$ cat src/rtl/issue_scoreboard_pkg.sv
// Shared pipeline types for the decode/execute issue path.
//   reg_idx_t    : architectural register index
//   issue_req_t  : decoded register usage of one instruction
package issue_scoreboard_pkg;

  localparam int unsigned NUM_REGS = 32;
  localparam int unsigned REG_W    = $clog2(NUM_REGS);

  typedef logic [REG_W-1:0] reg_idx_t;

  typedef struct packed {
    reg_idx_t rs1;
    reg_idx_t rs2;
    reg_idx_t rd;
    logic     uses_rs1;
    logic     uses_rs2;
    logic     writes_rd;
  } issue_req_t;

endpackage : issue_scoreboard_pkg

$ cat src/rtl/issue_scoreboard_sat_counter.sv
// Saturating up-counter for performance events.
//   clk, rst_n : clock, async active-low reset (clears count)
//   inc_i      : count one event this cycle
//   count_o    : registered count, sticks at all-ones
module sat_counter #(
  parameter int unsigned W = 16
) (
  input  logic         clk,
  input  logic         rst_n,
  input  logic         inc_i,
  output logic [W-1:0] count_o
);

  logic [W-1:0] count_q;
  logic [W-1:0] count_d;

  // Hold at all-ones instead of wrapping.
  always_comb begin
    count_d = count_q;
    if (inc_i && (count_q != '1)) begin
      count_d = count_q + W'(1);
    end
  end

  always_ff @(posedge clk or negedge rst_n) begin
    if (!rst_n) begin
      count_q <= '0;
    end else begin
      count_q <= count_d;
    end
  end

  assign count_o = count_q;

endmodule : sat_counter

$ cat src/rtl/issue_scoreboard.sv
// Register-hazard scoreboard between decode and execute.
// Tracks in-flight register writes, blocks issue on RAW/WAW hazards and when
// the outstanding-write cap is reached, and counts stall cycles.
//   instr_valid_i, rs1/rs2/rd_i, uses_*/writes_rd_i : decode request
//   issue_ready_o, stall_o                          : combinational handshake
//   wb_valid_i, wb_rd_i                             : writeback release
//   flush_i                                         : drop all tracking
//   busy_o, outstanding_o, stall_cnt_o, wb_err_o    : registered status
module issue_scoreboard
  import issue_scoreboard_pkg::*;
#(
  parameter int unsigned MAX_OUTSTANDING = 4,
  parameter bit          BYPASS_WB       = 1'b1,
  parameter int unsigned CNT_W           = 16
) (
  input  logic                                 clk,
  input  logic                                 rst_n,
  input  logic                                 instr_valid_i,
  input  logic [REG_W-1:0]                     rs1_i,
  input  logic [REG_W-1:0]                     rs2_i,
  input  logic                                 uses_rs1_i,
  input  logic                                 uses_rs2_i,
  input  logic [REG_W-1:0]                     rd_i,
  input  logic                                 writes_rd_i,
  output logic                                 issue_ready_o,
  output logic                                 stall_o,
  input  logic                                 wb_valid_i,
  input  logic [REG_W-1:0]                     wb_rd_i,
  input  logic                                 flush_i,
  output logic [NUM_REGS-1:0]                  busy_o,
  output logic [$clog2(MAX_OUTSTANDING+1)-1:0] outstanding_o,
  output logic [CNT_W-1:0]                     stall_cnt_o,
  output logic                                 wb_err_o
);

  localparam int unsigned OUT_W = $clog2(MAX_OUTSTANDING + 1);

  issue_req_t          req;
  logic [NUM_REGS-1:0] busy_q, busy_d;
  logic [OUT_W-1:0]    outstanding_q, outstanding_d;
  logic                wb_err_q, wb_err_d;

  logic raw1, raw2, waw, full;
  logic rd_live, wb_clear, wb_spurious, issue_fire, ready;

  assign req = '{rs1: rs1_i, rs2: rs2_i, rd: rd_i,
                 uses_rs1: uses_rs1_i, uses_rs2: uses_rs2_i,
                 writes_rd: writes_rd_i};

  // Hazard evaluation; x0 is never busy so it can never raise a hazard.
  always_comb begin
    rd_live     = req.writes_rd && (req.rd != '0);
    wb_clear    = wb_valid_i && (wb_rd_i != '0) && busy_q[wb_rd_i];
    wb_spurious = wb_valid_i && (wb_rd_i != '0) && !busy_q[wb_rd_i];
    raw1 = req.uses_rs1 && (req.rs1 != '0) && busy_q[req.rs1] &&
           !(BYPASS_WB && wb_valid_i && (wb_rd_i == req.rs1));
    raw2 = req.uses_rs2 && (req.rs2 != '0) && busy_q[req.rs2] &&
           !(BYPASS_WB && wb_valid_i && (wb_rd_i == req.rs2));
    waw  = rd_live && busy_q[req.rd];
    // A releasing writeback frees one slot in the same cycle.
    full = rd_live && (outstanding_q == OUT_W'(MAX_OUTSTANDING)) && !wb_clear;
    ready      = !flush_i && !raw1 && !raw2 && !waw && !full;
    issue_fire = instr_valid_i && ready && rd_live;
  end

  // Next-state for busy bitmap, outstanding count and error flag.
  always_comb begin
    busy_d        = busy_q;
    outstanding_d = outstanding_q;
    wb_err_d      = wb_err_q;
    if (flush_i) begin
      busy_d        = '0;
      outstanding_d = '0;
    end else begin
      if (wb_clear) begin
        busy_d[wb_rd_i] = 1'b0;
      end
      // WAW blocks issue to a busy rd, so set never collides with clear.
      if (issue_fire) begin
        busy_d[req.rd] = 1'b1;
      end
      outstanding_d = outstanding_q + OUT_W'(issue_fire) - OUT_W'(wb_clear);
      if (wb_spurious) begin
        wb_err_d = 1'b1;
      end
    end
  end

  always_ff @(posedge clk or negedge rst_n) begin
    if (!rst_n) begin
      busy_q        <= '0;
      outstanding_q <= '0;
      wb_err_q      <= 1'b0;
    end else begin
      busy_q        <= busy_d;
      outstanding_q <= outstanding_d;
      wb_err_q      <= wb_err_d;
    end
  end

  sat_counter #(
    .W (CNT_W)
  ) u_stall_cnt (
    .clk     (clk),
    .rst_n   (rst_n),
    .inc_i   (stall_o),
    .count_o (stall_cnt_o)
  );

  assign issue_ready_o = ready;
  assign stall_o       = instr_valid_i && !ready;
  assign busy_o        = busy_q;
  assign outstanding_o = outstanding_q;
  assign wb_err_o      = wb_err_q;

endmodule : issue_scoreboard

$ cat config.mk
export PLATFORM = sky130hd
export DESIGN_NAME = issue_scoreboard
export DESIGN_NICKNAME = d
export VERILOG_FILES = /design/src/rtl/issue_scoreboard_pkg.sv /design/src/rtl/issue_scoreboard_sat_counter.sv /design/src/rtl/issue_scoreboard.sv
export SDC_FILE = /design/constraint.sdc
export NUM_CORES = 1
export LEC_CHECK = 0
export ABC_AREA = 1
export CAP_MARGIN = 20
export CORE_UTILIZATION = 55
export CTS_BUF_LIST = sky130_fd_sc_hd__clkbuf_8
export DETAILED_ROUTE_END_ITERATION = 10
export GPL_ROUTABILITY_DRIVEN = 0
export GPL_TIMING_DRIVEN = 0
export PLACE_DENSITY = 0.83
export SYNTH_ARGS = -nofsm -noshare
export SYNTH_HDL_FRONTEND = slang
export SYNTH_SLANG_ARGS = --single-unit
$ cat constraint.sdc
create_clock -name clk -period 3.8 [get_ports clk]
set_clock_uncertainty 0.2 [all_clocks]
set_input_delay 0.76 -clock clk [delete_from_list [all_inputs] [get_ports clk]]
set_output_delay 0.76 -clock clk [all_outputs]
set_load 0.05 [all_outputs]
==> results of run 1 <==
critical path, stage by stage:
cell           delay, ns
dlygate4sd2_1       0.38
clkinv_2            0.24
nand2_1             0.14
nand2_1             0.06
nand2_1             0.10
nand2_1             0.07
nor2_1              0.11
nand2_2             0.07
nand2_2             0.13
nand2_1             0.09
nand2_2             0.09
nand2_4             0.07
nand2_4             0.10
inv_2               0.06
nor2_2              0.07
buf_4               0.20
through the flow:
step	setup TNS, ns	setup WS, ns
after detailed placement	-4.24	-1.13
after floorplan	-0.00145	-0.00145
after global placement	-3.88	-1.06
after CTS	0	0.00327
after global routing	-0.00541	-0.00541
final	0	0.0976
power groups by stage:
stage | combinational [mW] | sequential, mW | clock (mW)
finish | 0.504 | 0.624 | 0.391
global route | 0.538 | 0.627 | 0.421
CTS | 0.477 | 0.621 | 0.398
detailed placement | 0.456 | 0.631 | 0
global placement | 0.443 | 0.630 | 0
floorplan | 0.200 | 0.712 | 0
cells in the final DEF (no fill, tap or decap), drive strengths merged, types with 4 or more instances in the layout:
| master | count |
|---|---|
| dfrtp | 52 |
| o211ai | 5 |
| o22ai | 5 |
| nor2 | 74 |
| nand3 | 63 |
| clkbuf | 21 |
| clkdlybuf4s50 | 65 |
| xnor2 | 6 |
| clkinv | 4 |
| buf | 42 |
| nand4 | 52 |
| o21ai | 43 |
| inv | 67 |
| nor3 | 20 |
| a21oi | 43 |
| nand2 | 260 |
| xor2 | 11 |
final cells by class:
class / instances / area share, %
Buffer: 34 / 3.48
Clock buffer: 5 / 1.17
Clock inverter: 3 / 0.790
Inverter: 72 / 4.97
Multi-Input combinational cell: 593 / 49.7
Sequential cell: 52 / 22.2
Tap cell: 102 / 2.18
Timing Repair Buffer: 95 / 15.5
worst max path at each step:
stage,from,endpoint,slack [ns],cells after the start
final,wb_rd_i[1],stall_o,0.1,16
after global routing,rd_i[3],stall_o,-0.005,14
after CTS,wb_rd_i[2],outstanding_o[2]$_DFF_PN0_,0.003,22
after detailed placement,wb_rd_i[3],issue_ready_o,-1.13,14
after global placement,wb_rd_i[3],issue_ready_o,-1.06,14
after floorplan,wb_rd_i[0],outstanding_o[2]$_DFF_PN0_,-0.001,21
repair_timing:
action                                  CTS  global route
buffers inserted                          6            10
gates resized for setup                  61            25
endpoints found under the setup margin    5             4
pin swaps                                 1             8
registers in the layout, summed over array words and instances, names as in the netlist:
register / flops
u_stall_cnt.count_o: 16
busy_o: 32
outstanding_o: 3
wb_err_o: 1
synth_stat cells:
library cell / count
nor2_2: 1
xor2_1: 11
a22oi_1: 1
nor4_1: 2
nand3_4: 1
nand3_1: 62
fa_1: 1
buf_6: 1
a21oi_1: 43
inv_1: 64
nand2_2: 3
nand2_1: 255
clkinv_1: 5
clkbuf_1: 13
nor3b_1: 1
xnor2_1: 6
o21bai_1: 1
nand4_1: 52
ha_1: 3
or2_2: 1
buf_4: 4
nand2_4: 2
nor2_1: 73
nor3_1: 18
o211ai_1: 5
dfrtp_1: 52
nor3_2: 2
o22ai_1: 5
o21ai_0: 43
buf_2: 16
inv_2: 3
nor4b_1: 1
cells by family (layout without fill, tap and decap cells):
logic type	Yosys count	after routing	share of synthesized area [%]
buffers and inverters	106	209	9.70
AND/OR/NAND/NOR	474	474	45.8
AO/OA/AOI/OAI	98	98	11.3
adder cells (fa/ha/maj)	4	4	1.27
XOR/XNOR	17	17	3.28
flip-flops	52	52	28.7
routing by layer:
metal  vias to the layer above  global-route usage (%)
met1                      2672                    48.2
met4                         0                    20.8
met5                         -                       0
met2                       470                    65.6
met3                       128                    6.65
li1                       2681                       -
==> summary.md, run 1 <==
| Metric | Value |
|---|---|
| CP startpoint kind | input pin |
| Max clock buf depth | 2 |
| Post-layout minimum cycle time | 3.70 ns |
| Comb power frac | 33.2% |
| Status | finished, final reports clean |
| Area of the multi-input gates | 0.00291 mm2 |
| Vias | 5,951 |
| GRT Util Overall | 39.2% |
| Fin. max-slew vios | 0 |
| Syn avg cell area | 6.04 um2 |
| Root cell of the clock tree | clkbuf_8 |
| Largest net degree at the start of global routing | 38 |
| Final instance area | 0.00586 mm2 |
| # IOs | 82 |
| Clock transition at path regs | 0.10 ns |
| Register area | 0.00130 mm2 |
| R2R Path End | outstanding_o[2]$_DFF_PN0_ |
| Metal2 WL | 7690 um |
| Clk_lat worst skew | 0.31 ns |
| DR pass1 iterations | 6 |
| Sw power | 576 uW |
| Core area | 0.00785 mm2 |
| Part of the power in registers | 41.1% |
| Yosys top cell area share | 28.7% |
| Hold Slack | 0.155 ns |
| Switching Share | 37.9% |
| Width of the die | 92.9 um |
| DR iter-0 viols | 694 |
| # H-tree levels | 2 |
| Area grow syn2layout | 29.1% |
| Num CTS Buffers | 5 |
| Arr. time, crit path | 2.74 ns |
| Area leader, netlist | dfrtp_1 |
| Placed instance count | 932 |
| Static leakage | 2.60 nW |
| Cell area power density | 259 mW/mm2 |
| Layout cells sized above 1 | 10.8% |
| Setup CP Type | in -> out |
| FF+latch count, synth | 52 |
| Placed instance area | 0.00547 mm2 |
| DR vias/cell | 6.22 |
| Fin util | 74.7% |
| Cell variety after synth | 32 |
| Wl on met1 | 6140 um |
| Worst EP required | 2.84 ns |
| Initial antenna violation count | 0 |
| Cts hold-fix bufs | 0 |
| Top layer in use | met4 |
| Post-Synthesis Cells | 751 |
| Antenna cells | 0 |
| Final Total Pwr | 1.52 mW |
| Port Buffer Count | 78 |
| MaxCap Viol Count | 0 |
| Rel. slew slack | 35.7% |
| Max Fclk | 270 MHz |
| Initial Utilization | 57.8% |
| Tcrit/Tclk final | 97.4% |
| Worst Max-Slew Pin Slew | 0.961 ns |
| Ys Warns | 0 |
| Synth area leaders | dfrtp_1 29%, nand2_1 21%, nand4_1 7.2% |
| Synthesized area | 0.00454 mm2 |
| CTS tree | done |
| CP max FO | 10 |
| Fin cells | 956 |
| DR DRC count | 0 |
| Vias in the first global route | 5,566 |
| FILL cells | 680 |
| Worst Setup End Kind | primary output |
| Worst hold-check path type | in -> async |
| Wire length per cell | 17.6 um |
| Routed WL | 16,800 um |
| Sequential fraction of the synthesis area | 28.7% |
| Reg-to-reg startpoint | busy_o[23]$_DFF_PN0_ |
| Syn nets | 783 |
| Final nets | 885 |
| Final hold violations | 0 |
| Area of the die | 0.00862 mm2 |
| Global-route wire length before repair | 26,600 um |
| DR WL met3 | 1970 um |
| Part of the power in the clock network | 25.8% |
| GRT overflow | 0 |
| Cell internal pwr | 943 uW |
| # clock sinks | 52 |
| Row count | 32 |
| Hpwl dp | 12,100 um |
| VDD IR max | 0.405 mV |
| Setup violations, final | 0 |
| Die height | 92.9 um |
| FF-to-FF setup slack | 0.65 ns |
| R2R cell count | 18 |
| ANT nets after route | 0 |
Power figures use the tool's default switching activity.
==> run 2: changes to the inputs <==
--- a/config.mk
+++ b/config.mk
@@ -7,12 +7,12 @@
 export LEC_CHECK = 0
 export ABC_AREA = 1
 export CAP_MARGIN = 20
-export CORE_UTILIZATION = 55
+export CORE_UTILIZATION = 45
 export CTS_BUF_LIST = sky130_fd_sc_hd__clkbuf_8
 export DETAILED_ROUTE_END_ITERATION = 10
 export GPL_ROUTABILITY_DRIVEN = 0
 export GPL_TIMING_DRIVEN = 0
-export PLACE_DENSITY = 0.83
+export PLACE_DENSITY = 0.73
 export SYNTH_ARGS = -nofsm -noshare
 export SYNTH_HDL_FRONTEND = slang
 export SYNTH_SLANG_ARGS = --single-unit
==> constraint.sdc (replaced) <==
create_clock -name clk -period 3.1 [get_ports clk]
set_clock_uncertainty 0.2 [all_clocks]
set_input_delay 0.62 -clock clk [delete_from_list [all_inputs] [get_ports clk]]
set_output_delay 0.62 -clock clk [all_outputs]
set_load 0.05 [all_outputs]
==> run 2 against run 1 <==
Compared with the run above: the flow now finishes with violations (negative setup slack); global-route usage fell by 2.6 points; total power rose by 23%; clock-buffer cell count rose by 1; flip-flop and latch count did not move; register-to-register slack got worse by 0.61 ns; wire length rose by 7.9%; die area rose by 22%; first-iteration DRC count fell by 9.9%; final cell count rose by 5.2%; combinational power rose by 37%; non-clock buffer count rose by 19; largest power group unchanged.
==> summary.md, run 2 (synthesis results as in run 1) <==
| Metric | Value |
|---|---|
| Violated checks | negative setup slack |
| Cell area power density | 291 mW/mm2 (was 259 mW/mm2) |
| Clk_lat worst skew | 0.31 ns (about the same) |
| Area of the die | 0.0105 mm2 (was 0.00862 mm2) |
| CP bufs+invs | 7 (was 4) |
| # IOs | 82 (unchanged) |
| CP startpoint kind | input pin (unchanged) |
| Layout cells sized above 1 | 18.6% (was 10.8%) |
| Fin cells | 1,006 (was 956) |
| Placed instance count | 963 (was 932) |
| Width of the die | 102 um (was 92.9 um) |
| Fin. max-slew vios | 0 (unchanged) |
| Max Fclk | 320 MHz |
| CP top delay family | simple AND/OR/NAND/NOR gates (unchanged) |
| Max incr delay on CP | 0.51 ns (was 0.38 ns) |
| FILL cells | 871 (was 680) |
| Status | finished with violations (was finished, final reports clean) |
| # clock sinks | 52 (unchanged) |
| Commonest non-fill, non-tap cell in the layout | nand2_1 (unchanged) |
| DR vias/cell | 6.03 (was 6.22) |
| VDD IR max | 0.546 mV (was 0.405 mV) |
| DR iter-0 viols | 625 (was 694) |
| Most used cell, CP | nand2_1 (unchanged) |
| Antenna cells | 0 (unchanged) |
| CP max FO | 8 (was 10) |
| Cts hold-fix bufs | 0 (unchanged) |
| # H-tree levels | 2 (unchanged) |
| DR DRC count | 0 (unchanged) |
| Final worst setup slack | -0.0292 ns (was 0.0976 ns) |
| DR pass1 iterations | 8 (was 6) |
| Core area | 0.00977 mm2 (was 0.00785 mm2) |
| Vias in the first global route | 5,719 (was 5,566) |
| Arr. time, crit path | 3.11 ns (was 2.74 ns) |
| Rel. slew slack | 52.2% (was 35.7%) |
| GRT overflow | 0 (unchanged) |
| Static leakage | 2.80 nW (was 2.60 nW) |
| GRT Util Overall | 36.6% (was 39.2%) |
| Vias | 6,065 (was 5,951) |
| Tcrit/Tclk final | 101% |
| MaxCap Viol Count | 0 (unchanged) |
| Wire length per cell | 18.0 um (was 17.6 um) |
| Most frequent cells in the layout | 242 x nand2_1, 63 x nor2_1, 55 x inv_1, 55 x clkdlybuf4s50_1 (was 253 x nand2_1, 66 x nor2_1, 65 x clkdlybuf4s50_1) |
| Row count | 36 (was 32) |
| Register area | 0.00130 mm2 (unchanged) |
| CTS tree | done (unchanged) |
| Clock transition at path regs | 0.10 ns (about the same) |
| Hpwl dp | 12,300 um (was 12,100 um) |
| Final nets | 904 (was 885) |
| ANT nets after route | 0 (unchanged) |
| Worst EP required | 3.08 ns (was 2.84 ns) |
| Worst Setup End Kind | register (was primary output) |
| Worst hold-check path type | in -> async (unchanged) |
| Die height | 102 um (was 92.9 um) |
| Setup violations, final | 3 (was 0) |
| Final hold violations | 0 (unchanged) |
| Initial Utilization | 46.4% (was 57.8%) |
| Area grow syn2layout | 41.0% (was 29.1%) |
| Crit-path slowest cell | fa_2 (was dlygate4sd2_1) |
| Largest net degree at the start of global routing | 30 (was 38) |
| Global-route wire length before repair | 29,300 um (was 26,600 um) |
| Worst Max-Slew Pin Slew | 0.717 ns (was 0.961 ns) |
| Root cell of the clock tree | clkbuf_8 (unchanged) |
| Setup CP Type | in -> reg (was in -> out) |
| Port Buffer Count | 78 (unchanged) |
| Area of the multi-input gates | 0.00310 mm2 (was 0.00291 mm2) |
| Routed WL | 18,200 um (was 16,800 um) |
| Post-layout minimum cycle time | 3.13 ns |
| Post-route setup TNS | -0.0503 ns (was 0 ns) |
| Initial antenna violation count | 0 (unchanged) |
| Num CTS Buffers | 5 (unchanged) |
| RSZ-0062 raised after global routing | true |
| Largest register FFs | 32 (unchanged) |
| Max clock buf depth | 2 (unchanged) |
run 2: path summary, 6_finish.rpt:
check	from	endpoint	slack, ns	cells past startpoint
min in group clk	wb_err_o$_DFFE_PN0P_	wb_err_o$_DFFE_PN0P_	0.29	1
worst max register to register	busy_o[27]$_DFF_PN0_	outstanding_o[1]$_DFF_PN0_	0.04	21
worst min-delay path	rst_n	wb_err_o$_DFFE_PN0P_	0.15	1
worst max-delay path	wb_rd_i[0]	outstanding_o[1]$_DFF_PN0_	-0.03	25
max in group asynchronous	rst_n	busy_o[29]$_DFF_PN0_	1.98	2
worst min register to register	wb_err_o$_DFFE_PN0P_	wb_err_o$_DFFE_PN0P_	0.29	1
run 2: through the flow:
step / area, um2 / util (%) / power, mW / hold WS [ns] / setup slack, ns
after detailed placement: 5560 / 56.8 / 1.34 / 0.267 / -1.56
after floorplan: 4590 / - / 1.12 / 0.124 / -0.379
after CTS: 6260 / 64.0 / 1.82 / 0.174 / 0.00159
after global routing: 6400 / 65.5 / 1.94 / 0.204 / -0.198
after global placement: 5530 / 56.6 / 1.33 / 0.267 / -1.50
final: 6400 / 65.5 / 1.86 / 0.150 / -0.0292
run 2: report_power, final:
group          leakage, nW  switching [mW]  internal (mW)
registers            0.715          0.0533          0.708
clock network       0.0486           0.234          0.179
logic                 2.04           0.443          0.245
total                 2.80           0.731           1.13
run 2: area by class of cell:
type | count | share of cell area (%)
sequential | 52 | 20.3
timing repair buffer | 114 | 17.6
buffer | 34 | 4.52
clock buffer | 6 | 1.29
clock inverter | 2 | 0.176
multi-input combinational | 593 | 48.5
inverter | 72 | 5.04
tap | 133 | 2.60
run 2: repair_timing:
| item | 4_1_cts | 5_1_grt |
|---|---|---|
| buffers inserted | 24 | 8 |
| resized for setup | 195 | 28 |
| cloned | 3 | 0 |
| setup endpoints to repair | 47 | 4 |
| pin swaps | 41 | 16 |
run 2: metal layers:
metal / global-route usage [%] / share of wire, % / vias up
met1: 45.5 / 37 / 2756
met3: 9.17 / 10 / 115
met5: 0 / 0 / -
met2: 58.8 / 46 / 471
li1: - / - / 2723
met4: 18.8 / 5.9 / 0
